### src/rtl/mux_pkg.sv
// Shared definitions for the N-input registered multiplexer pipeline:
// default parameter values, the beat layout and the select-width helper.
package mux_pkg;

    localparam int DEF_WIDTH     = 32;
    localparam int DEF_NUM_IN    = 4;
    localparam int DEF_ERR_CNT_W = 8;

    // One pipeline beat: the selected word plus its out-of-range flag.
    // Blocks with a non-default WIDTH declare the same layout at their width.
    typedef struct packed {
        logic [DEF_WIDTH-1:0] data;
        logic                 sel_err;
    } beat_t;

    // Select width for n inputs; never narrower than one bit.
    function automatic int sel_width(input int n);
        return (n > 1) ? $clog2(n) : 1;
    endfunction

endpackage

### src/rtl/mux_n_sel.sv
// Combinational N-way select with range check. An index at or beyond NUM_IN
// yields all-zero data and raises sel_err.
module mux_n_sel
    import mux_pkg::*;
#(
    parameter  int WIDTH  = DEF_WIDTH,
    parameter  int NUM_IN = DEF_NUM_IN,
    localparam int SEL_W  = sel_width(NUM_IN)
) (
    input  logic [WIDTH-1:0] in_data [NUM_IN],
    input  logic [SEL_W-1:0] sel,
    output logic [WIDTH-1:0] data,
    output logic             sel_err
);

    // Compare sel against every legal index so an illegal one never indexes the array.
    always_comb begin
        // NOTE: both outputs get a default before any branch, so no path infers a latch.
        data    = '0;
        sel_err = 1'b1;
        for (int i = 0; i < NUM_IN; i++) begin
            if (sel == SEL_W'(i)) begin
                data    = in_data[i];
                sel_err = 1'b0;
            end
        end
    end

endmodule

### src/rtl/mux_n_pipe.sv
// Registered N-input multiplexer with a valid/ready interface. A main output
// register plus one skid entry give two beats of buffering, so in_ready is a
// pure register output with no path from out_ready. Illegal selects pass
// through as zero-data beats flagged with sel_err and are counted.
module mux_n_pipe
    import mux_pkg::*;
#(
    parameter  int WIDTH     = DEF_WIDTH,
    parameter  int NUM_IN    = DEF_NUM_IN,
    parameter  int ERR_CNT_W = DEF_ERR_CNT_W,
    localparam int SEL_W     = sel_width(NUM_IN)
) (
    input  logic                 clk,
    input  logic                 rst_n,
    input  logic [WIDTH-1:0]     in_data [NUM_IN],
    input  logic [SEL_W-1:0]     sel,
    input  logic                 in_valid,
    output logic                 in_ready,
    input  logic                 flush,
    output logic [WIDTH-1:0]     out_data,
    output logic                 out_sel_err,
    output logic                 out_valid,
    input  logic                 out_ready,
    output logic [ERR_CNT_W-1:0] err_cnt
);

    // Same layout as mux_pkg::beat_t, sized by this instance's WIDTH.
    typedef struct packed {
        logic [WIDTH-1:0] data;
        logic             sel_err;
    } pipe_beat_t;

    pipe_beat_t           in_beat;
    pipe_beat_t           main_q, main_d;
    pipe_beat_t           skid_q, skid_d;
    logic                 main_valid_q, main_valid_d;
    logic                 skid_valid_q, skid_valid_d;
    logic                 in_ready_q;
    logic [ERR_CNT_W-1:0] err_cnt_q, err_cnt_d;
    logic                 accept;

    mux_n_sel #(
        .WIDTH  (WIDTH),
        .NUM_IN (NUM_IN)
    ) u_sel (
        .in_data (in_data),
        .sel     (sel),
        .data    (in_beat.data),
        .sel_err (in_beat.sel_err)
    );

    assign accept = in_valid && in_ready_q;

    // Next-state for the two-entry buffer: flush empties both, a free or
    // draining main register refills from skid first (older beat), else from
    // the input; a stalled main register parks the incoming beat in skid.
    always_comb begin
        main_d       = main_q;
        main_valid_d = main_valid_q;
        skid_d       = skid_q;
        skid_valid_d = skid_valid_q;
        if (flush) begin
            main_valid_d = 1'b0;
            skid_valid_d = 1'b0;
        end else if (!main_valid_q || out_ready) begin
            if (skid_valid_q) begin
                main_d       = skid_q;
                main_valid_d = 1'b1;
                skid_valid_d = 1'b0;
            end else if (accept) begin
                main_d       = in_beat;
                main_valid_d = 1'b1;
            end else begin
                main_valid_d = 1'b0;
            end
        end else if (accept) begin
            skid_d       = in_beat;
            skid_valid_d = 1'b1;
        end
    end

    // Saturating count of accepted illegal selects; a flush does not undo it.
    always_comb begin
        err_cnt_d = err_cnt_q;
        if (accept && in_beat.sel_err && (err_cnt_q != '1)) begin
            err_cnt_d = err_cnt_q + 1'b1;
        end
    end

    // State registers; in_ready follows the next skid state so it is ready
    // again in the same cycle the skid entry empties.
    always_ff @(posedge clk or negedge rst_n) begin
        if (!rst_n) begin
            // NOTE: sequential state uses non-blocking assignments so every register samples pre-edge values.
            main_q       <= '0;
            skid_q       <= '0;
            main_valid_q <= 1'b0;
            skid_valid_q <= 1'b0;
            in_ready_q   <= 1'b0;
            err_cnt_q    <= '0;
        end else begin
            main_q       <= main_d;
            skid_q       <= skid_d;
            main_valid_q <= main_valid_d;
            skid_valid_q <= skid_valid_d;
            in_ready_q   <= !skid_valid_d;
            err_cnt_q    <= err_cnt_d;
        end
    end

    assign in_ready    = in_ready_q;
    assign out_data    = main_q.data;
    assign out_sel_err = main_q.sel_err;
    assign out_valid   = main_valid_q;
    assign err_cnt     = err_cnt_q;

endmodule

### config.mk
export PLATFORM = sky130hd
export DESIGN_NAME = mux_n_pipe
export DESIGN_NICKNAME = d
export VERILOG_FILES = /design/src/rtl/mux_pkg.sv /design/src/rtl/mux_n_sel.sv /design/src/rtl/mux_n_pipe.sv
export SDC_FILE = /design/constraint.sdc
export NUM_CORES = 1
export LEC_CHECK = 0
export CORE_MARGIN = 10
export CORE_UTILIZATION = 58
export CTS_CLUSTER_DIAMETER = 30
export DETAILED_ROUTE_END_ITERATION = 6
export DONT_BUFFER_PORTS = 1
export HOLD_SLACK_MARGIN = 0.15
export PLACE_DENSITY = 0.76
export SYNTH_ARGS = -nofsm -noshare
export SYNTH_HDL_FRONTEND = slang
export SYNTH_HIERARCHICAL = 1
export SYNTH_SLANG_ARGS = --single-unit
### constraint.sdc
create_clock -name clk -period 1.6 [get_ports clk]
set_clock_uncertainty 0.05 [all_clocks]
set_input_delay 0.08 -clock clk [delete_from_list [all_inputs] [get_ports clk]]
set_output_delay 0.08 -clock clk [all_outputs]
set_load 0.005 [all_outputs]
==> results.txt, run 1 <==
* Result of the run: complete, but fails checks
- Violated checks: hold timing
- Number of setup buffers added after CTS: 0
* Area of the mapped netlist: 4370 um2
- Internal power comes to 4.17 mW.
* Number of violations of the max-capacitance limit: 0
- After layout, the worst setup slack is 0.0578 ns.
- IO Pins: ~180
- Achievable Freq: 648 MHz
- The final layout contains between 400 and 500 nets.
- On the critical path, the stage with the largest delay is an instance of sky130_fd_sc_hd__dfrtp_1.
- Critical path arrival: 1.72 ns
- Counting flops and latches in the post-synthesis netlist gives 77.
- Total number of vias: around 2600
- After detailed placement, the total cell area comes to between 4000 and 5000 um2.
- Synth Area per Inst: 16.2 um2
- Nets in the synthesized netlist: slightly above 400
- Final worst path period share: 0.964
* Floorplan die area: 11400 um2
- The first global-routing pass estimated 16.2 mm of wire.
* Mux share of post-synthesis cell area: 0.460
- In the synthesized netlist the dominant register cell turns out to be sky130_fd_sc_hd__dfrtp_1.
- Main combinational cell family by area after synthesis: multiplexers
* CP Max Fanout: 15
- Antenna Nets Post-Route: 0
- The min-delay analysis places its worst path in the category in -> async.
- Layout cells sized above 1: 0.512
- Required @ worst endpoint: 1.78 ns
* Length of the first detailed-routing pass in iterations: 4
- The largest single stage delay on the critical path is 0.38 ns.
- The core region is around 7300 um2.
- In this run, placement finished with an instance count of roughly 360.
- Pre-CTS worst setup slack: -0.0590 ns
- Entering global routing, the biggest net connects 78 pins.
* Congestion Overflow GR: 0
* Worst reg-to-reg path cell count: 4
* Combined buffer and inverter count along the critical path: 1
- Post-Layout Inst Area: 5090 um2
* Register-to-register path setup slack: just under 0.06 ns
- Final-layout setup total negative slack: 0 ns
- Post-route DRC violation count: 0
* Worst Hold Slack: -0.621 ns
- The number of global-route vias before repair came to 3062.
- Source of the worst register-to-register timing path: out_valid
* Endpoint type of the worst setup path: register
- X dimension of the die: 107 um
- Number of antenna cells inserted: 0
- For this design, the sink count on the clock tree is 77.
- Of the total power, the clock network draws 0.260.
* HPWL after detailed placement: 7.13 mm
- Share of flip-flops with an asynchronous set or reset: 1.00
- Logic depth of the worst path, buffers included: 4
- Fraction of the mapped netlist area in compound gates: 0.0132
- Of the total synthesized cell area, the portion taken by AND, OR, NAND and NOR gates is 0.0321.
* Area share of xor/xnor cells in the synthesized design: 0.00200
* Count of port buffers added during placement: 0
* Power spent charging and discharging nets: approximately 1.5 mW
- Unrepaired setup endpoints after global routing: true
* Pins Over Slew Limit: 0
- Die height: 107 um
* Synth warn: 6
- The initial utilization of the core area, before any placement, comes to 0.599.
* Setup Viol. Count Final: 0
- Of the total power, combinational logic draws 0.224.
- The count of cells in the finished layout, fillers not included, comes to 425.
- Synthesized-area fraction occupied by adder cells: 0.00286
- Launching element of the worst setup path: out_valid
- The worst setup path is of the reg -> reg kind.
* Antenna violations before repair: 0
- Number of DRC markers after the initial detailed-route iteration: 73
- In this run, distinct cell masters in the synthesized netlist total 35.
- Clock slew seen by the registers of the worst setup and hold paths: 0.08 ns
- Summing internal, switching and leakage power gives ~5.7 mW.
- Area added between synthesis and finish: 16.6%
- Cell area power density: approximately 1100 nW/um2
- Row Count: 31
- Kind of cell adding the most delay to the critical path: simple AND/OR/NAND/NOR gates
- Skew-Pair Late Insertion Delay: 0.33 ns
- All-layer global routing usage: 0.177
* H-tree Lvls: 3
- TritonCTS created 9 clock buffers.
- Endpoint of the lowest-slack register-to-register path: out_data[27]
- Clock period minus worst slack: ~1.5 ns
- Number of hold-slack violations in the final timing report: 77
- Sequential cell fraction of total power: 0.516
- Cell at the root of the clock tree: sky130_fd_sc_hd__clkbuf_8
- Counting every instance in the synthesized netlist gives 269.
- IR analysis of the VDD net gives a maximum drop of 0.000539 V.
- WL/cell: 24.1 um
* Endpoint of the most critical setup path: out_data[27]
- Of the synthesized area, sequential elements account for 0.441.
- Clock Tree Buf Depth: 2
- Counting flops with a built-in enable in the synthesized netlist gives 0.
- Startpoint type of the worst setup path: register
- Routability congestion estimate: 0.762
- In the routed layout, each cell is associated on average with a via count of 6.08.
- Net switching share of the total power: 0.268
* Leakage power: 2.18 nW
- The final layout contains routed wiring with a total length of around 10 mm.
- TritonCTS built the clock tree.
- Walking the worst path, the cells encountered are nand2b_1 -> nor3b_4 -> buf_6 -> mux2_2.
-- cell usage after synthesis, types with 2 or more instances --
cell type                  count  share of area
sky130_fd_sc_hd__mux4_2       30           0.15
sky130_fd_sc_hd__nand3_1       3         0.0034
sky130_fd_sc_hd__nand2_1       3         0.0026
sky130_fd_sc_hd__mux2_4       30           0.10
sky130_fd_sc_hd__and3_1        2         0.0029
sky130_fd_sc_hd__buf_6         2         0.0052
sky130_fd_sc_hd__or3_1         2         0.0029
sky130_fd_sc_hd__o21ai_0       2         0.0023
sky130_fd_sc_hd__inv_1         2         0.0017
sky130_fd_sc_hd__nand2b_1      2         0.0029
sky130_fd_sc_hd__clkbuf_1      3         0.0026
sky130_fd_sc_hd__a21oi_1       2         0.0023
sky130_fd_sc_hd__mux2i_1       2         0.0046
sky130_fd_sc_hd__mux2_2       72           0.19
sky130_fd_sc_hd__nand4_1       3         0.0043
sky130_fd_sc_hd__buf_12        6          0.027
sky130_fd_sc_hd__buf_2         4         0.0046
sky130_fd_sc_hd__dfrtp_1      77           0.44
sky130_fd_sc_hd__mux4_1        2          0.012
sky130_fd_sc_hd__buf_4         4         0.0069
sky130_fd_sc_hd__a31oi_1       2         0.0029
-- per-layer routing --
| layer | wire length (um) | up-vias | part of all wire | track usage |
|---|---|---|---|---|
| met5 | 0 | - | 0 | 0 |
| met4 | 93 | 0 | 0.0091 | 0.0522 |
| met3 | 1030 | 9 | 0.10 | 0.0832 |
| met2 | 5330 | 107 | 0.52 | 0.308 |
| met1 | 3780 | 1331 | 0.37 | 0.187 |
| li1 | - | 1137 | - | - |
-- worst min path at each step --
stage	slack, ns	end	cells after the start
floorplan	-0.27	err_cnt[0]	0
global placement	-0.26	err_cnt[4]	0
detailed placement	-0.26	err_cnt[0]	0
CTS	-0.64	out_data[1]	0
global route	-0.65	err_cnt[0]	0
finish	-0.62	err_cnt[0]	0
-- registers in the layout, summed over array words and instances (netlist names) --
register,count
out_sel_err,1
in_ready,1
out_data,32
err_cnt,8
out_valid,1
skid_q,33
skid_valid_q,1
-- layout make-up --
class,instances,area (um2)
Fill cell,549,2200
Sequential cell,77,1930
Clock inverter,6,62.6
Timing Repair Buffer,60,593
Clock buffer,10,138
Tap cell,99,124
Multi-Input combinational cell,171,2240
Inverter,2,7.51
-- cells in the final DEF (no fill, tap or decap), types with 2 or more instances in the layout --
cell and instances:
sky130_fd_sc_hd__inv_1 2, sky130_fd_sc_hd__buf_6 4, sky130_fd_sc_hd__clkinv_4 2, sky130_fd_sc_hd__o21ai_0 2
sky130_fd_sc_hd__nand3_1 3, sky130_fd_sc_hd__clkbuf_8 10, sky130_fd_sc_hd__mux2_4 30, sky130_fd_sc_hd__and3_1 2
sky130_fd_sc_hd__nand2b_1 2, sky130_fd_sc_hd__mux2_2 72, sky130_fd_sc_hd__buf_4 9, sky130_fd_sc_hd__dfrtp_1 77
sky130_fd_sc_hd__mux4_1 2, sky130_fd_sc_hd__mux4_2 30, sky130_fd_sc_hd__nand2_1 3, sky130_fd_sc_hd__nand4_1 3
sky130_fd_sc_hd__a31oi_1 2, sky130_fd_sc_hd__a21oi_1 2, sky130_fd_sc_hd__dlygate4sd3_1 46, sky130_fd_sc_hd__clkinv_2 3
sky130_fd_sc_hd__mux2i_1 2
-- cell families (layout without fill, tap and decap cells) --
kind of cell / count (synthesis) / count (layout)
AND/OR/NAND/NOR: 23 / 23
flip-flops: 77 / 77
buffers and inverters: 21 / 78
adder cells (fa/ha/maj): 1 / 1
AO/OA/AOI/OAI: 9 / 9
other: 1 / 1
XOR/XNOR: 1 / 1
multiplexers: 136 / 136
-- power by group through the flow --
stage / combinational (mW) / clock [mW] / sequential, mW
2_1_floorplan: 1.04 / 0 / 2.80
3_3_place_gp: 1.06 / 0 / 2.96
3_5_place_dp: 1.11 / 0 / 2.97
4_1_cts: 1.26 / 1.52 / 2.94
5_1_grt: 1.40 / 1.60 / 3.02
6_report: 1.28 / 1.48 / 2.94
-- stage by stage --
stage                      util  hold slack (ns)
after global routing      0.699           -0.650
after global placement    0.604           -0.263
after detailed placement  0.604           -0.263
final                     0.699           -0.621
after floorplan               -           -0.266
after CTS                 0.692           -0.638
-- timing repair --
item | in CTS | in global routing
setup endpoints to repair | 31 | 23
hold buffers | 42 | 5
endpoints found under the hold margin | 122 | 78
resized for setup | 6 | 2
Power figures use the tool's default switching activity.
==> run 2: changes to the inputs <==
--- a/config.mk
+++ b/config.mk
@@ -10,8 +10,9 @@
 export CTS_CLUSTER_DIAMETER = 30
 export DETAILED_ROUTE_END_ITERATION = 6
 export DONT_BUFFER_PORTS = 1
-export HOLD_SLACK_MARGIN = 0.15
+export HOLD_SLACK_MARGIN = 0.12
 export PLACE_DENSITY = 0.76
+export SETUP_SLACK_MARGIN = 0.3
 export SYNTH_ARGS = -nofsm -noshare
 export SYNTH_HDL_FRONTEND = slang
 export SYNTH_HIERARCHICAL = 1
==> run 2 against run 1 <==
  * The flow still finishes with violations (hold timing)
  * Sequential power about the same
  * Wire length increased by 0.79%
  * Critical endpoint is now out_data[10]
  * Worst hold slack got worse by 0.0081 ns
  * Design area increased by 0.15%
  * Critical path type unchanged
  * Global-route usage increased by 0.33 points
==> results.txt, run 2 (synthesis results as in run 1) <==
- The flow ran to the end, but the final reports show violations.
- Violated checks: hold timing
* Layout cells sized above 1: 0.544
* Floorplan die area: 11400 um2
- The signal on the critical path passes through nand2b_4 -> nor3b_4 -> buf_6 -> buf_8 -> mux2_2.
* Die height: between 100 and 150 um
* Total Power: 5.90 mW
- The number of clock buffers added by TritonCTS is 9.
- Cell area power density: 1160 nW/um2
- Endpoint type of the worst setup path: register
- The path class of the tightest hold or removal check is in -> async.
- Pin count of the biggest net entering global routing: 78
- Measured along the x axis, the die boundary spans 107 um.
- Length of the first detailed-routing pass in iterations: 4
- Number of sinks handled by clock tree synthesis: 77
* Finished Layout Cells: just over 400
* Clock period minus worst slack: 1.55 ns
- The region available for standard cell placement spans roughly 7300 um2.
- Clock Tree Buf Depth: 2
* WL/cell: 24.8 um
- Unrepaired setup endpoints after global routing: true
- Count of hold buffers inserted by post-cts repair: 33
* Row Count: 31
* All-layer global routing usage: 0.180
* Antenna Nets Post-Route: 0
* Largest Register: skid_q
* Number of violations of the max-capacitance limit: 0
* Leakage power: about 2.2 nW
* Placed cell count: 362
- Total number of vias: about 2600
- Leaving out fill and tap cells, the most frequent cells in the layout are 77 x sky130_fd_sc_hd__dfrtp_1, 69 x sky130_fd_sc_hd__mux2_2, 33 x sky130_fd_sc_hd__mux2_4, 33 x sky130_fd_sc_hd__dlygate4sd3_1, 30 x sky130_fd_sc_hd__mux4_2.
- Clock-pin slew was measured on the worst setup and hold paths at 0.08 ns.
- Achievable Freq: 644 MHz
* Number of antenna cells inserted: 0
* Routability congestion estimate: approximately 0.75
- The register with the most flip-flops in the layout has 33 of them.
- Cell at the root of the clock tree: sky130_fd_sc_hd__clkbuf_8
- IO Pins: between 150 and 200
- Critical path arrival: roughly 1.7 ns
- Clock latency on the worst-skew pair, taken at its later pin, is 0.34 ns.
- Setup violations remaining at the end of the flow were counted as 0.
- Summed over all layers, the routed wires come to 10.3 mm.
- The net count of the finished layout is 448.
- Initial Utilization: 0.599
* Number of hold-slack violations in the final timing report: 79
* Startpoint type of the worst setup path: register
* Vias in the first global route: about 2900
- In this run the worst path has a maximum fanout of 9.
- Drt via density: 6.15
* Final worst path period share: 0.971
- Critical Setup Path Class: reg -> reg
- Most frequent standard cell in the layout excluding fill and tap cells: sky130_fd_sc_hd__dfrtp_1
- Worst Hold Slack: -0.629 ns
- During placement, the flow inserted port buffers numbering 0.
* Post-route DRC violation count: 0
* Worst IR drop on VDD: 0.000516 V
- Maximum cell stage delay along the critical path: 0.43 ns
- Area added between synthesis and finish: 16.7%
- Data on the critical path is required at its endpoint by 1.78 ns.
- The number of pins exceeding their max-slew limit in the final report was 0.
- Congestion Overflow GR: 0
- The largest individual stage delay along the critical path comes from the cell sky130_fd_sc_hd__dfrtp_1.
- Clock tree from TritonCTS: built
* Antenna violations before repair: 0
- In this run, the number of DRC markers left after iteration 0 of detailed routing was 63.
- H-tree Lvls: 3
- The first global-routing pass estimated 16.1 mm of wire.
- The wire-length estimate of the detail-placed layout is 7.40 mm.
[run 2: changes by cell type in the layout (fill, tap and decap cells not counted), sizes merged]
cell	change
clkinvlp	+1
dlygate4sd3	-13
buf	+4
clkinv	-5
bufinv	+1
clkbuf	+2
[run 2: final timing paths]
| path | from | depth (start not counted) | endpoint | slack [ns] |
|---|---|---|---|---|
| max in group asynchronous | rst_n | 0 | skid_q[4] | 1.96 |
| worst max register to register | out_valid | 5 | out_data[10] | 0.05 |
| worst min register to register | skid_q[8] | 1 | skid_q[8] | 0.46 |
| min in group clk | out_ready | 2 | out_valid | -0.09 |
| worst min-delay path | rst_n | 0 | err_cnt[1] | -0.63 |
| worst max-delay path | out_valid | 5 | out_data[10] | 0.05 |
[run 2: cell type report]
cell class              count  area (um2)
repair buffers             51         546
inverters                   2        7.51
clock buffers              12         165
clock inverters             3        67.6
fillers                   527        2190
multi-input cells         171        2270
well taps                  99         124
flip-flops and latches     77        1930
[run 2: critical path: cells and delay by family (launching register included)]
kind / cells / cell delay, ns
buffers and inverters: 2 / 0.28
DFF: 1 / 0.43
muxes: 1 / 0.33
and+or+nand+nor: 2 / 0.34
[run 2: what timing repair did]
item                                   CTS  global route
cloned                                   1             0
buffers inserted                         4             0
endpoints found under the hold margin  113            80
resized for setup                       25             2
setup endpoints to repair               66            66
[run 2: through the flow]
stage                     worst slack, ns  cell area, um2   util  hold slack [ns]  TNS [ns]
after global placement            -0.0134            4400  0.603           -0.263    -0.164
after CTS                          0.0381            5090  0.698           -0.645         0
final                              0.0471            5100  0.700           -0.629         0
after detailed placement          -0.0510            4400  0.603           -0.263     -1.02
after floorplan                    0.0126            4380      -           -0.266         0
after global routing             -0.00821            5100  0.700           -0.654   -0.0152
[run 2: where the power goes]
part           switching (mW)  internal, mW
combinational           0.344         0.935
clock                   0.684         0.998
sequential              0.463          2.48
total                    1.49          4.41
[run 2: metal layers]
metal,vias to the layer above,global-route usage,routed length (um)
li1,1124,-,-
met1,1291,0.198,3810
met2,125,0.296,5180
met3,14,0.0862,1160
met4,0,0.0677,159
met5,-,0,0
==> run 3: changes to the inputs <==
--- a/config.mk
+++ b/config.mk
@@ -6,12 +6,12 @@
 export NUM_CORES = 1
 export LEC_CHECK = 0
 export CORE_MARGIN = 10
-export CORE_UTILIZATION = 58
-export CTS_CLUSTER_DIAMETER = 30
+export CORE_UTILIZATION = 62
 export DETAILED_ROUTE_END_ITERATION = 6
 export DONT_BUFFER_PORTS = 1
+export GPL_ROUTABILITY_DRIVEN = 1
 export HOLD_SLACK_MARGIN = 0.12
-export PLACE_DENSITY = 0.76
+export PLACE_DENSITY = 0.78
 export SETUP_SLACK_MARGIN = 0.3
 export SYNTH_ARGS = -nofsm -noshare
 export SYNTH_HDL_FRONTEND = slang
==> constraint.sdc (replaced) <==
create_clock -name clk -period 1.9 [get_ports clk]
set_clock_uncertainty 0.05 [all_clocks]
set_input_delay 0.095 -clock clk [delete_from_list [all_inputs] [get_ports clk]]
set_output_delay 0.095 -clock clk [all_outputs]
set_load 0.005 [all_outputs]
==> run 3 against run 2 <==
  * The flow still finishes with violations (hold timing)
  * Global-route usage up 2.1 points
  * Worst hold slack better by 0.025 ns
  * Clock-buffer cell count down 1
  * Via count up 1.3%
  * Maximum frequency down 5.2%
  * Utilization up 6.5 points
  * Clock power down 21%
  * Sequential cell count unchanged
  * Sequential power down 15%
  * Largest power group unchanged
==> results.txt, run 3 (synthesis results as in run 1) <==
* Result of the run: complete, but fails checks
* Violated checks: hold timing
- In this run the power density over the cells is 958 nW/um2.
- Counting flops per register, the top entry is skid_q.
- Pins Over Slew Limit: 0
- Unrepaired setup endpoints after global routing: true
* Cell at the root of the clock tree: sky130_fd_sc_hd__clkbuf_8
- The library cell used most frequently in the layout, excluding fill and tap cells, is sky130_fd_sc_hd__dfrtp_1.
* X dimension of the die: just over 100 um
- Placed cell count: around 350
* Count of port buffers added during placement: 0
* Clock Tree Buf Depth: 2
* Congestion Overflow GR: 0
* Skew-Pair Late Insertion Delay: 0.33 ns
- Leaving out fill and tap cells, the most frequent cells in the layout are 76 x sky130_fd_sc_hd__dfrtp_1, 60 x sky130_fd_sc_hd__mux2_4, 42 x sky130_fd_sc_hd__mux2_2.
- Routability-driven placement finished with a final weighted congestion of 0.724.
- Setup Viol. Count Final: 0
- The count of nets left with antenna violations once routing finished came out at 0.
* Worst IR drop on VDD: 0.000464 V
- The worst setup path is launched from a register.
- CTS saw 77 sinks.
- The die covers 10800 um2.
* Post-route DRC violation count: 0
* Hold Crit Class: in -> async
- Hold timing on the final database bottoms out at a slack of -0.605 ns.
- Entering global routing, the biggest net connects 78 pins.
- For this configuration, the core starts out at a cell density of 0.640.
* HPWL after detailed placement: 7.40 mm
* All-layer global routing usage: 0.201
* Total number of vias: 2586
- Pre-CTS worst setup slack: around 0.11 ns
- Of the available clock period, the critical path in the final layout requires 0.862.
* Drt via density: 6.29
* Vias in the first global route: 3004
- After the last flow step, the layout net total stands at roughly 440.
- STA puts the critical path data arrival time at 1.81 ns.
- Final-layout setup total negative slack: 0 ns
- Clock buffers created by TritonCTS: 9
- Once placement finished, the instance area stood at ~4400 um2.
- Row Count: 30
- The setup path with the least slack is of type reg -> reg.
- CP Max Fanout: 8
- Area added between synthesis and finish: 19.6%
- Final core area utilization: 0.765
- Final Worst Setup Slack: 0.262 ns
* Layout cells sized above 1: 0.537
- Number of DRC markers after the initial detailed-route iteration: 106
* WL/cell: about 28 um
* Endpoint type of the worst setup path: register
- The final-report hold violation count came to slightly below 80.
* Length of the first detailed-routing pass in iterations: 4
* Post-Layout Inst Area: 5230 um2
- Based on the critical path, the design can be clocked at up to between 600 and 700 MHz.
- Wire length of the first global-routing pass: between 15 and 20 mm
- The die is 104 um tall.
- The smallest clock period supported by the final layout is computed as 1.64 ns.
* Number of flip-flops under the largest register name: 33
* Count of fill cells added during filler insertion: 422
* Drt total wl: 11.7 mm
* Antenna violations before repair: 4
* Required @ worst endpoint: between 2 and 2.5 ns
* Clock tree from TritonCTS: built
- Finished Layout Cells: between 400 and 500
- Across the run, the number of max-cap violations was 0.
- In this run the number of H-tree levels came out at 3.
- Total Power: 5.01 mW
- Core area: 6830 um2
* Leakage power: 2.29 nW
* IO Pins: between 150 and 200
- Clock slew seen by the registers of the worst setup and hold paths: roughly 0.080 ns
[run 3: cell types whose count changed in the layout (fill, tap and decap cells not counted), sizes merged]
cell         delta
clkinvlp        -1
clkinv          +3
buf             -7
dlygate4sd3     -1
clkbuf          +3
diode           +2
[run 3: final cells by class]
class / instances / area, um2 / share of cell area
multi-input combinational: 171 / 2360 / 0.452
sequential: 77 / 1930 / 0.369
timing repair buffer: 47 / 596 / 0.114
clock buffer: 11 / 131 / 0.0251
tap: 96 / 120 / 0.0230
clock inverter: 5 / 75.1 / 0.0144
inverter: 2 / 7.51 / 0.00144
antenna: 2 / 5.00 / 0.000957
[run 3: power breakdown]
part / internal, mW / switching, mW / total, mW
Clock: 0.735 / 0.585 / 1.32
Combinational: 0.869 / 0.326 / 1.20
Sequential: 2.09 / 0.404 / 2.49
[run 3: final timing paths]
kind / from / to / slack (ns) / cells past startpoint
worst min register to register: skid_q[1] / skid_q[1] / 0.46 / 1
worst max register to register: in_ready / skid_q[12] / 0.26 / 4
worst min-delay path: rst_n / err_cnt[4] / -0.60 / 0
min in group clk: out_ready / in_ready / 0.05 / 2
worst max-delay path: in_ready / skid_q[12] / 0.26 / 4
max in group asynchronous: rst_n / out_data[3] / 2.30 / 0
[run 3: routing by layer]
| metal | up-vias | wire [um] | track usage |
|---|---|---|---|
| met5 | - | 27 | 0 |
| met4 | 4 | 99 | 0.0706 |
| met3 | 11 | 1060 | 0.0892 |
| met2 | 119 | 6020 | 0.332 |
| met1 | 1334 | 4500 | 0.227 |
| li1 | 1118 | - | - |
[run 3: timing repair]
| item | 4_1_cts | 5_1_grt |
|---|---|---|
| resized for setup | 7 | 32 |
| buffers inserted | 3 | 0 |
| cloned | 3 | 4 |
| hold buffers | 31 | 1 |
| hold endpoints to repair | 112 | 81 |
| setup endpoints to repair | 63 | 66 |
[run 3: worst max-delay path: stages (launching register included)]
cell and delay (ns):
sky130_fd_sc_hd__dfrtp_2 0.44, sky130_fd_sc_hd__nand2_4 0.06, sky130_fd_sc_hd__or3_4 0.47, sky130_fd_sc_hd__clkbuf_16 0.21
sky130_fd_sc_hd__mux2_4 0.29
